`src/rtl/nearest_sample_search.sv`:
```
// nearest_sample_search
//
// Sequential front-end for the less-distance comparator. A start pulse in
// IDLE captures an 8-bit reference. A frame of N unsigned 8-bit samples then
// arrives over a valid/ready stream. Each accepted sample is compared with the
// current best by absolute distance to the reference. After the N-th sample
// the closest sample, its distance and its 0-based position are presented.
// They are held until the consumer acknowledges them.
//
// Ports
//   clk        rising-edge clock
//   rst_n      asynchronous active-low reset; clears state and all registers
//   start      begin a frame (honoured only in IDLE)
//   ref_in     reference value, captured on the edge that accepts start
//   in_valid   in_data is valid
//   in_data    sample value, unsigned
//   in_ready   block accepts a sample this cycle (COLLECT)
//   out_valid  result valid, held until out_ack (DONE)
//   out_data   closest sample of the frame
//   out_dist   |ref - out_data|
//   out_index  0-based position of out_data within the frame
//   out_ack    consumer has taken the result
//   busy       high in COLLECT and DONE
module nearest_sample_search #(
  parameter int N = 8
) (
  input  logic       clk,
  input  logic       rst_n,
  input  logic       start,
  input  logic [7:0] ref_in,
  input  logic       in_valid,
  input  logic [7:0] in_data,
  output logic       in_ready,
  output logic       out_valid,
  output logic [7:0] out_data,
  output logic [7:0] out_dist,
  output logic [7:0] out_index,
  input  logic       out_ack,
  output logic       busy
);

  typedef enum logic [1:0] {
    IDLE    = 2'd0,
    COLLECT = 2'd1,
    DONE    = 2'd2
  } state_t;

  // Count value held while the last sample of the frame is being accepted.
  localparam logic [8:0] LAST_CNT = 9'(N - 1);

  state_t     state_q, state_d;
  logic [7:0] ref_q, ref_d;
  logic [7:0] best_q, best_d;
  logic [7:0] bdist_q, bdist_d;
  logic [7:0] bidx_q, bidx_d;
  logic [8:0] cnt_q, cnt_d;

  logic [7:0] dist_p0;
  logic       take_p0;

  // Unsigned absolute difference: larger minus smaller, so it never wraps.
  function automatic logic [7:0] abs_diff(input logic [7:0] a, input logic [7:0] b);
    logic [7:0] d;
    if (a >= b) d = a - b;
    else        d = b - a;
    return d;
  endfunction

  // Comparator stage: the first sample always wins. After that the stored
  // best is replaced only on a strictly smaller distance, so ties keep the
  // earlier sample.
  always_comb begin
    dist_p0 = abs_diff(ref_q, in_data);
    take_p0 = (cnt_q == 9'd0) || (bdist_q > dist_p0);
  end

  always_comb begin
    state_d = state_q;
    ref_d   = ref_q;
    best_d  = best_q;
    bdist_d = bdist_q;
    bidx_d  = bidx_q;
    cnt_d   = cnt_q;
    case (state_q)
      IDLE: begin
        if (start) begin
          ref_d   = ref_in;
          cnt_d   = 9'd0;
          state_d = COLLECT;
        end
      end
      COLLECT: begin
        // in_ready is high throughout COLLECT, so in_valid alone means accept.
        if (in_valid) begin
          if (take_p0) begin
            best_d  = in_data;
            bdist_d = dist_p0;
            bidx_d  = cnt_q[7:0];
          end
          cnt_d = cnt_q + 9'd1;
          if (cnt_q == LAST_CNT) state_d = DONE;
        end
      end
      DONE: begin
        if (out_ack) state_d = IDLE;
      end
      default: state_d = IDLE;
    endcase
  end

  // Register stage
  always_ff @(posedge clk or negedge rst_n) begin
    if (!rst_n) begin
      state_q <= IDLE;
      ref_q   <= 8'd0;
      best_q  <= 8'd0;
      bdist_q <= 8'd0;
      bidx_q  <= 8'd0;
      cnt_q   <= 9'd0;
    end else begin
      state_q <= state_d;
      ref_q   <= ref_d;
      best_q  <= best_d;
      bdist_q <= bdist_d;
      bidx_q  <= bidx_d;
      cnt_q   <= cnt_d;
    end
  end

  assign in_ready  = (state_q == COLLECT);
  assign out_valid = (state_q == DONE);
  assign busy      = (state_q != IDLE);
  assign out_data  = best_q;
  assign out_dist  = bdist_q;
  assign out_index = bidx_q;

endmodule

```
`config.mk`:
```
export PLATFORM = sky130hd
export DESIGN_NAME = nearest_sample_search
export DESIGN_NICKNAME = d
export VERILOG_FILES = /design/src/rtl/nearest_sample_search.sv
export SDC_FILE = /design/constraint.sdc
export NUM_CORES = 1
export LEC_CHECK = 0
export BUFFER_PORTS_ARGS = -buffer_cell sky130_fd_sc_hd__buf_2
export CAP_MARGIN = 20
export CORE_UTILIZATION = 50
export CTS_CLUSTER_SIZE = 12
export DETAILED_ROUTE_END_ITERATION = 7
export PLACE_DENSITY_LB_ADDON = 0.3
export SLEW_MARGIN = 5
export SYNTH_ARGS = -nofsm -noshare
export SYNTH_HDL_FRONTEND = slang
export SYNTH_SLANG_ARGS = --single-unit
```
`constraint.sdc`:
```
create_clock -name clk -period 3.7 [get_ports clk]
set_input_delay 0.185 -clock clk [delete_from_list [all_inputs] [get_ports clk]]
set_output_delay 0.185 -clock clk [all_outputs]
set_load 0.01 [all_outputs]
```
==> flow_metrics.tcl, run 1 <==
set metrics [dict create \
    ys_seq_area_share_pct 42.74 \
    row_count 25 \
    critPathMaxFanout 5 \
    ant_nets 0 \
    setup_violations 1 \
    initial_core_util_pct 52.60 \
    drive_gt1_share_pct 29.38 \
    syn_nets 309 \
    final_cell_mix "buf_2, dfrtp_1, nand2_1" \
    multi_input_area_sq_um 1399 \
    ff_latch_area_sq_um 1076 \
    die_x_microns 72.96 \
    yosys_warnings 0 \
    gp_congestion 0.8360 \
    grt_max_degree 44 \
    status "complete, but fails checks" \
    vias_per_cell 5.351 \
    maxUsedRoutingLayer "met4" \
    synthTopCellsByArea "dfrtp_1, ha_1, o21ai_0" \
    slew_viol_final 0 \
    syn2layout_area_growth_pct 25.00 \
    wl_met1_microns 2777 \
    netlist_area_sq_um 2517 \
    root_buffer "clkbuf_8" \
    core_sq_um 4786 \
    dp.final_hpwl_microns 3893 \
    final_util_pct 65.75 \
    grt_pass1_vias 1928 \
    fin_skew_ns 0.002341 \
    n_antenna_cell 0 \
    die_area_sq_um 5322 \
    max-cap-violations 0 \
    cp_slowest_stage_delay_ns 0.40 \
    required_ns 3.88 \
    hold_class "primary input to async pin" \
    setup_slack_ns -0.007657 \
    relSlewSlack_pct 37.48 \
    period_minus_slack_ns 3.708 \
    final_common_cell "buf_2" \
    ys_types 32 \
    place_area_sq_um 2828 \
    yosysTopAreaCell "dfrtp_1" \
    antenna_found_initial 0 \
    firstDrtPassIters 4 \
    layout.nets 367 \
    violations "negative setup slack" \
    syn_inst 261 \
    clock_path_buffers 2 \
    grtUsageTotal_pct 21.36 \
    grt_pass1_wl_microns 8728 \
    clk_pin_slew_ns 0.08 \
    fmax_mhz 269.7 \
    htreeDepth 2 \
    die_h_microns 72.96 \
    met3_length_microns 286 \
    hold_viol 0 \
    slowest_stage "dfrtp_1" \
    io_pins 48 \
    vias 2071 \
    critical_path.most_common_cell "nand3_2" \
    power.leakage_nw 1.648 \
    route.met2.wl_microns 2844 \
    critical_path_class "flop to flop" \
    grt_overflow 0 \
    clock_latency_ns 0.29 \
    fill_cells 389 \
    portBuffers 47 \
    clock-sinks 43 \
    fin_crit_sh_pct 100.2 \
    tns_ns -0.007657 \
    syn_avg_cell_area_sq_um 9.645 \
    ys_seq_elements 43 \
    worst_pin_slew_ns 0.9378 \
    worstPathArrival_ns 3.89 \
    cp-end-kind "flop" \
    critPathLaunchType "flop" \
    power_density_nw_per_um2 983.9 \
    cts_buffers 5 \
    synth_top_area_share_pct 42.74 \
    avgRoutedWirePerCell_microns 15.67 \
    cts_tree "done" \
    drt_wl_total_microns 6064 \
    drc 0 \
    fin_area_sq_um 3147 \
    drt_iter0_drc 137 \
    crit_chain "inv_2, ha_4, inv_1, fa_2, nand3_4, a31oi_4, a211oi_4, buf_4, mux2i_4, xnor2_2, ha_1, a21o_1, nand3_2, nand3_2, o21ai_4, clkbuf_16, mux2_2" \
    ir_drop_v 0.0003770 \
]
[report_power, final]
group | switching [mW] | internal (mW)
Combinational | 1.10 | 0.928
Clock | 0.161 | 0.132
Sequential | 0.131 | 0.649
Total | 1.39 | 1.71
[per-stage QoR]
stage | cells | hold WS [ns] | total power, mW | worst slack (ns)
final | 387 | 0.03084 | 3.096 | -0.007657
after global routing | 387 | 0.1002 | 3.327 | -0.1242
after CTS | 376 | 0.06633 | 2.588 | 0.01459
after detailed placement | 368 | 0.3846 | 2.290 | -0.006278
after global placement | 368 | 0.3782 | 2.247 | 0.1406
after floorplan | 261 | -0.1106 | 1.862 | 0.02690
[area by class of cell]
cell class / instances / share of cell area [%]
clock buffer: 6 / 2.306
clock inverter: 2 / 0.3976
inverter: 25 / 2.982
multi-input combinational: 183 / 44.45
sequential: 43 / 34.19
tap: 67 / 2.664
timing repair buffer: 61 / 13.00
[final timing paths]
check	startpoint	endpoint	slack [ns]	cells past startpoint
max in group asynchronous	rst_n	out_index[0]	3.09	1
min in group clk	ref_in[5]	ref_q[5]	0.09	3
worst max register to register	ref_q[0]	out_index[3]	-0.008	17
worst max-delay path	ref_q[0]	out_index[3]	-0.008	17
worst min-delay path	rst_n	out_data[0]	0.03	1
worst min register to register	out_data[7]	out_data[7]	0.48	2
[sequential cells by signal, summed over array words and instances (netlist names)]
signal,flops
cnt_q,9
out_data,8
out_dist,8
out_index,8
ref_q,8
state_q,2
[cell families (layout without fill, tap and decap cells)]
kind of cell | after synthesis | after routing | synth area share (%)
compound gates | 58 | 58 | 13.82
xor+xnor | 13 | 13 | 4.523
fa+ha+maj | 27 | 27 | 14.02
buf+inv | 35 | 94 | 5.616
flops | 43 | 43 | 42.74
mux | 15 | 15 | 6.312
simple gates | 70 | 70 | 12.97
[repair_timing]
item / in CTS / in global routing
pin swaps: 1 / 5
hold buffers: 0 / 0
gates resized for setup: 0 / 20
buffers inserted: 0 / 8
endpoints found under the hold margin: 0 / 0
endpoints found under the setup margin: 6 / 24
gates cloned: 0 / 3
[worst max-delay path: cells and delay by family (launching register included)]
| family | cells | cell delay, ns |
|---|---|---|
| mux | 2 | 0.55 |
| compound gates | 4 | 0.87 |
| flops | 1 | 0.40 |
| simple gates | 3 | 0.27 |
| fa+ha+maj | 3 | 0.87 |
| xor+xnor | 1 | 0.11 |
| buf+inv | 4 | 0.54 |
[cell usage after synthesis]
| cell | n |
|---|---|
| a211oi_4 | 1 |
| a21o_1 | 6 |
| a21o_2 | 3 |
| a21oi_1 | 8 |
| a221oi_1 | 2 |
| a31oi_1 | 5 |
| and3_1 | 3 |
| and4_1 | 1 |
| buf_2 | 2 |
| buf_6 | 1 |
| clkbuf_1 | 7 |
| dfrtp_1 | 43 |
| fa_1 | 2 |
| ha_1 | 25 |
| inv_1 | 25 |
| mux2_2 | 7 |
| mux2i_1 | 8 |
| nand2_1 | 30 |
| nand2b_1 | 2 |
| nand3_1 | 10 |
| nand3b_1 | 1 |
| nand4_1 | 6 |
| nand4b_1 | 1 |
| nor2_1 | 12 |
| nor2b_1 | 2 |
| nor4_1 | 1 |
| o211ai_1 | 1 |
| o21ai_0 | 25 |
| o21ai_1 | 7 |
| or2_2 | 1 |
| xnor2_1 | 5 |
| xor2_1 | 8 |
[per-layer routing]
layer  GRT usage (%)  up-vias
met5               0        -
met4           6.972        0
met3           4.282       12
met2           33.23       69
met1           30.02      982
li1                -     1008
No activity file was read; power rests on OpenSTA's default activity.
==> run 2, diff against run 1 <==
CORE_UTILIZATION = 55   (was 50)
clock period = 3.55 ns   (was 3.7 ns; I/O delays follow)
==> flow_metrics.tcl, run 2 (synthesis gave the netlist of run 1 again) <==
set metrics [dict create \
    clock_path_buffers 2 \
    clk_pin_slew_ns 0.09 \
    final_cell_mix "buf_2, dfrtp_1, nand2_1, inv_1, ha_1" \
    worstPathArrival_ns 3.84 \
    cts_buffers 5 \
    drive_gt1_share_pct 33.44 \
    vias_per_cell 5.640 \
    fin_crit_sh_pct 103.3 \
    firstDrtPassIters 5 \
    path_delay_family "adder cells" \
    required_ns 3.73 \
    power.leakage_nw 1.712 \
    grt_max_degree 44 \
    period_minus_slack_ns 3.667 \
    critical_path.most_common_cell "inv_2" \
    drt_wl_total_microns 6373 \
    hold_viol 0 \
    power_density_nw_per_um2 1100 \
    die_h_microns 69.66 \
    relSlewSlack_pct 33.62 \
    setup_slack_ns -0.1173 \
    grt_overflow 0 \
    htreeDepth 2 \
    vias 2115 \
    tns_ns -1.960 \
    status "complete, but fails checks" \
    die_x_microns 69.66 \
    final_common_cell "buf_2" \
    final_util_pct 74.54 \
    clock-sinks 43 \
    initial_core_util_pct 57.42 \
    cp-end-kind "flop" \
    grtUsageTotal_pct 25.42 \
    setup_violations 23 \
    dp.final_hpwl_microns 3951 \
    avgRoutedWirePerCell_microns 16.99 \
    portBuffers 47 \
    fmax_mhz 272.7 \
    crit_chain "inv_2, ha_4, inv_2, fa_2, nand3_4, a31oi_4, a211oi_4, mux2i_2, xnor2_2, ha_1, buf_6, nand4_1, nor2_2, a21oi_2, o21ai_2, buf_4, bufbuf_16, nand2_1, o21ai_1" \
    hold_class "primary input to async pin" \
    ant_nets 0 \
    dp.cells 355 \
    drt_iter0_drc 125 \
    layout.nets 370 \
    regMostFlops "cnt_q" \
    grt_pass1_wl_microns 9735 \
    die_area_sq_um 4852 \
    rsz0062_at_grt "yes" \
    slew_viol_final 0 \
    root_buffer "clkbuf_8" \
    cp_slowest_stage_delay_ns 0.40 \
    clock_latency_ns 0.30 \
    max-cap-violations 0 \
    row_count 24 \
    syn2layout_area_growth_pct 29.82 \
    fin_skew_ns 0.01315 \
    critical_path_buf_inv_count 5 \
    gp_congestion 0.8442 \
    n_antenna_cell 0 \
    ir_drop_v 0.0006279 \
    worst_pin_slew_ns 0.9921 \
    io_pins 48 \
    fill_cells 299 \
    p_total_mw 3.596 \
    grt_pass1_vias 2046 \
    antenna_found_initial 0 \
    critical_path_class "flop to flop" \
    critPathLaunchType "flop" \
    largest_register_ffs 9 \
    layoutNonFillerInstCount 375 \
    critPathMaxFanout 21 \
    cts_tree "done" \
    drc 0 \
    violations "negative setup slack" \
    slowest_stage "dfrtp_1" \
    core_sq_um 4384 \
]
run 2: stage by stage:
step / instance area [sq um] / hold slack (ns) / worst slack [ns]
CTS: 3060 / 0.05551 / 0.0009059
global route: 3268 / 0.1047 / -0.2308
detailed placement: 2824 / 0.3710 / -0.007522
finish: 3268 / 0.02724 / -0.1173
global placement: 2824 / 0.3624 / 0.1207
floorplan: 2519 / -0.1181 / 0.02387
run 2: worst reg2reg max path, stage by stage (launching register included):
cell	delay, ns
dfrtp_1	0.40
inv_2	0.09
ha_4	0.14
inv_2	0.04
fa_2	0.39
nand3_4	0.09
a31oi_4	0.11
a211oi_4	0.34
mux2i_2	0.31
xnor2_2	0.18
ha_1	0.31
buf_6	0.13
nand4_1	0.15
nor2_2	0.06
a21oi_2	0.15
o21ai_2	0.09
buf_4	0.14
bufbuf_16	0.28
nand2_1	0.08
o21ai_1	0.07
run 2: report_power, final:
group / leakage [nW] / total (mW) / internal, mW / switching (mW)
registers: 0.550 / 0.818 / 0.676 / 0.142
logic: 1.12 / 2.47 / 1.22 / 1.25
clock network: 0.0412 / 0.307 / 0.138 / 0.169
run 2: metal layers:
layer / part of all wire (%) / track usage [%] / wire [microns]
met5: 0 / 0 / 0
met4: 3.5 / 7.333 / 221
met3: 4.0 / 3.488 / 252
met2: 47 / 41.53 / 3027
met1: 45 / 35.53 / 2871
run 2: worst paths after layout:
| path | startpoint | endpoint | slack, ns | depth (start not counted) |
|---|---|---|---|---|
| worst min register to register | out_data[7] | out_data[7] | 0.48 | 2 |
| min in group clk | ref_in[4] | ref_q[4] | 0.09 | 3 |
| worst min-delay path | rst_n | out_dist[7] | 0.03 | 1 |
| worst max register to register | ref_q[0] | out_dist[7] | -0.12 | 19 |
| worst max-delay path | ref_q[0] | out_dist[7] | -0.12 | 19 |
| max in group asynchronous | rst_n | cnt_q[0] | 2.93 | 1 |
run 2: final cells by class:
type	instances	area, sq um	area share [%]
inverter	25	93.84	2.871
multi-input combinational	183	1484	45.41
clock inverter	2	12.51	0.3828
tap	52	65.06	1.991
clock buffer	6	72.57	2.221
timing repair buffer	64	464.2	14.20
sequential	43	1076	32.92
run 2: timing repair:
| action | 4_1_cts | 5_1_grt |
|---|---|---|
| buffers inserted | 6 | 4 |
| gates resized for setup | 9 | 42 |
| cloned | 2 | 0 |
| endpoints found under the hold margin | 0 | 0 |
| pin swaps | 7 | 20 |
| hold buffers | 0 | 0 |
| setup endpoints to repair | 6 | 24 |
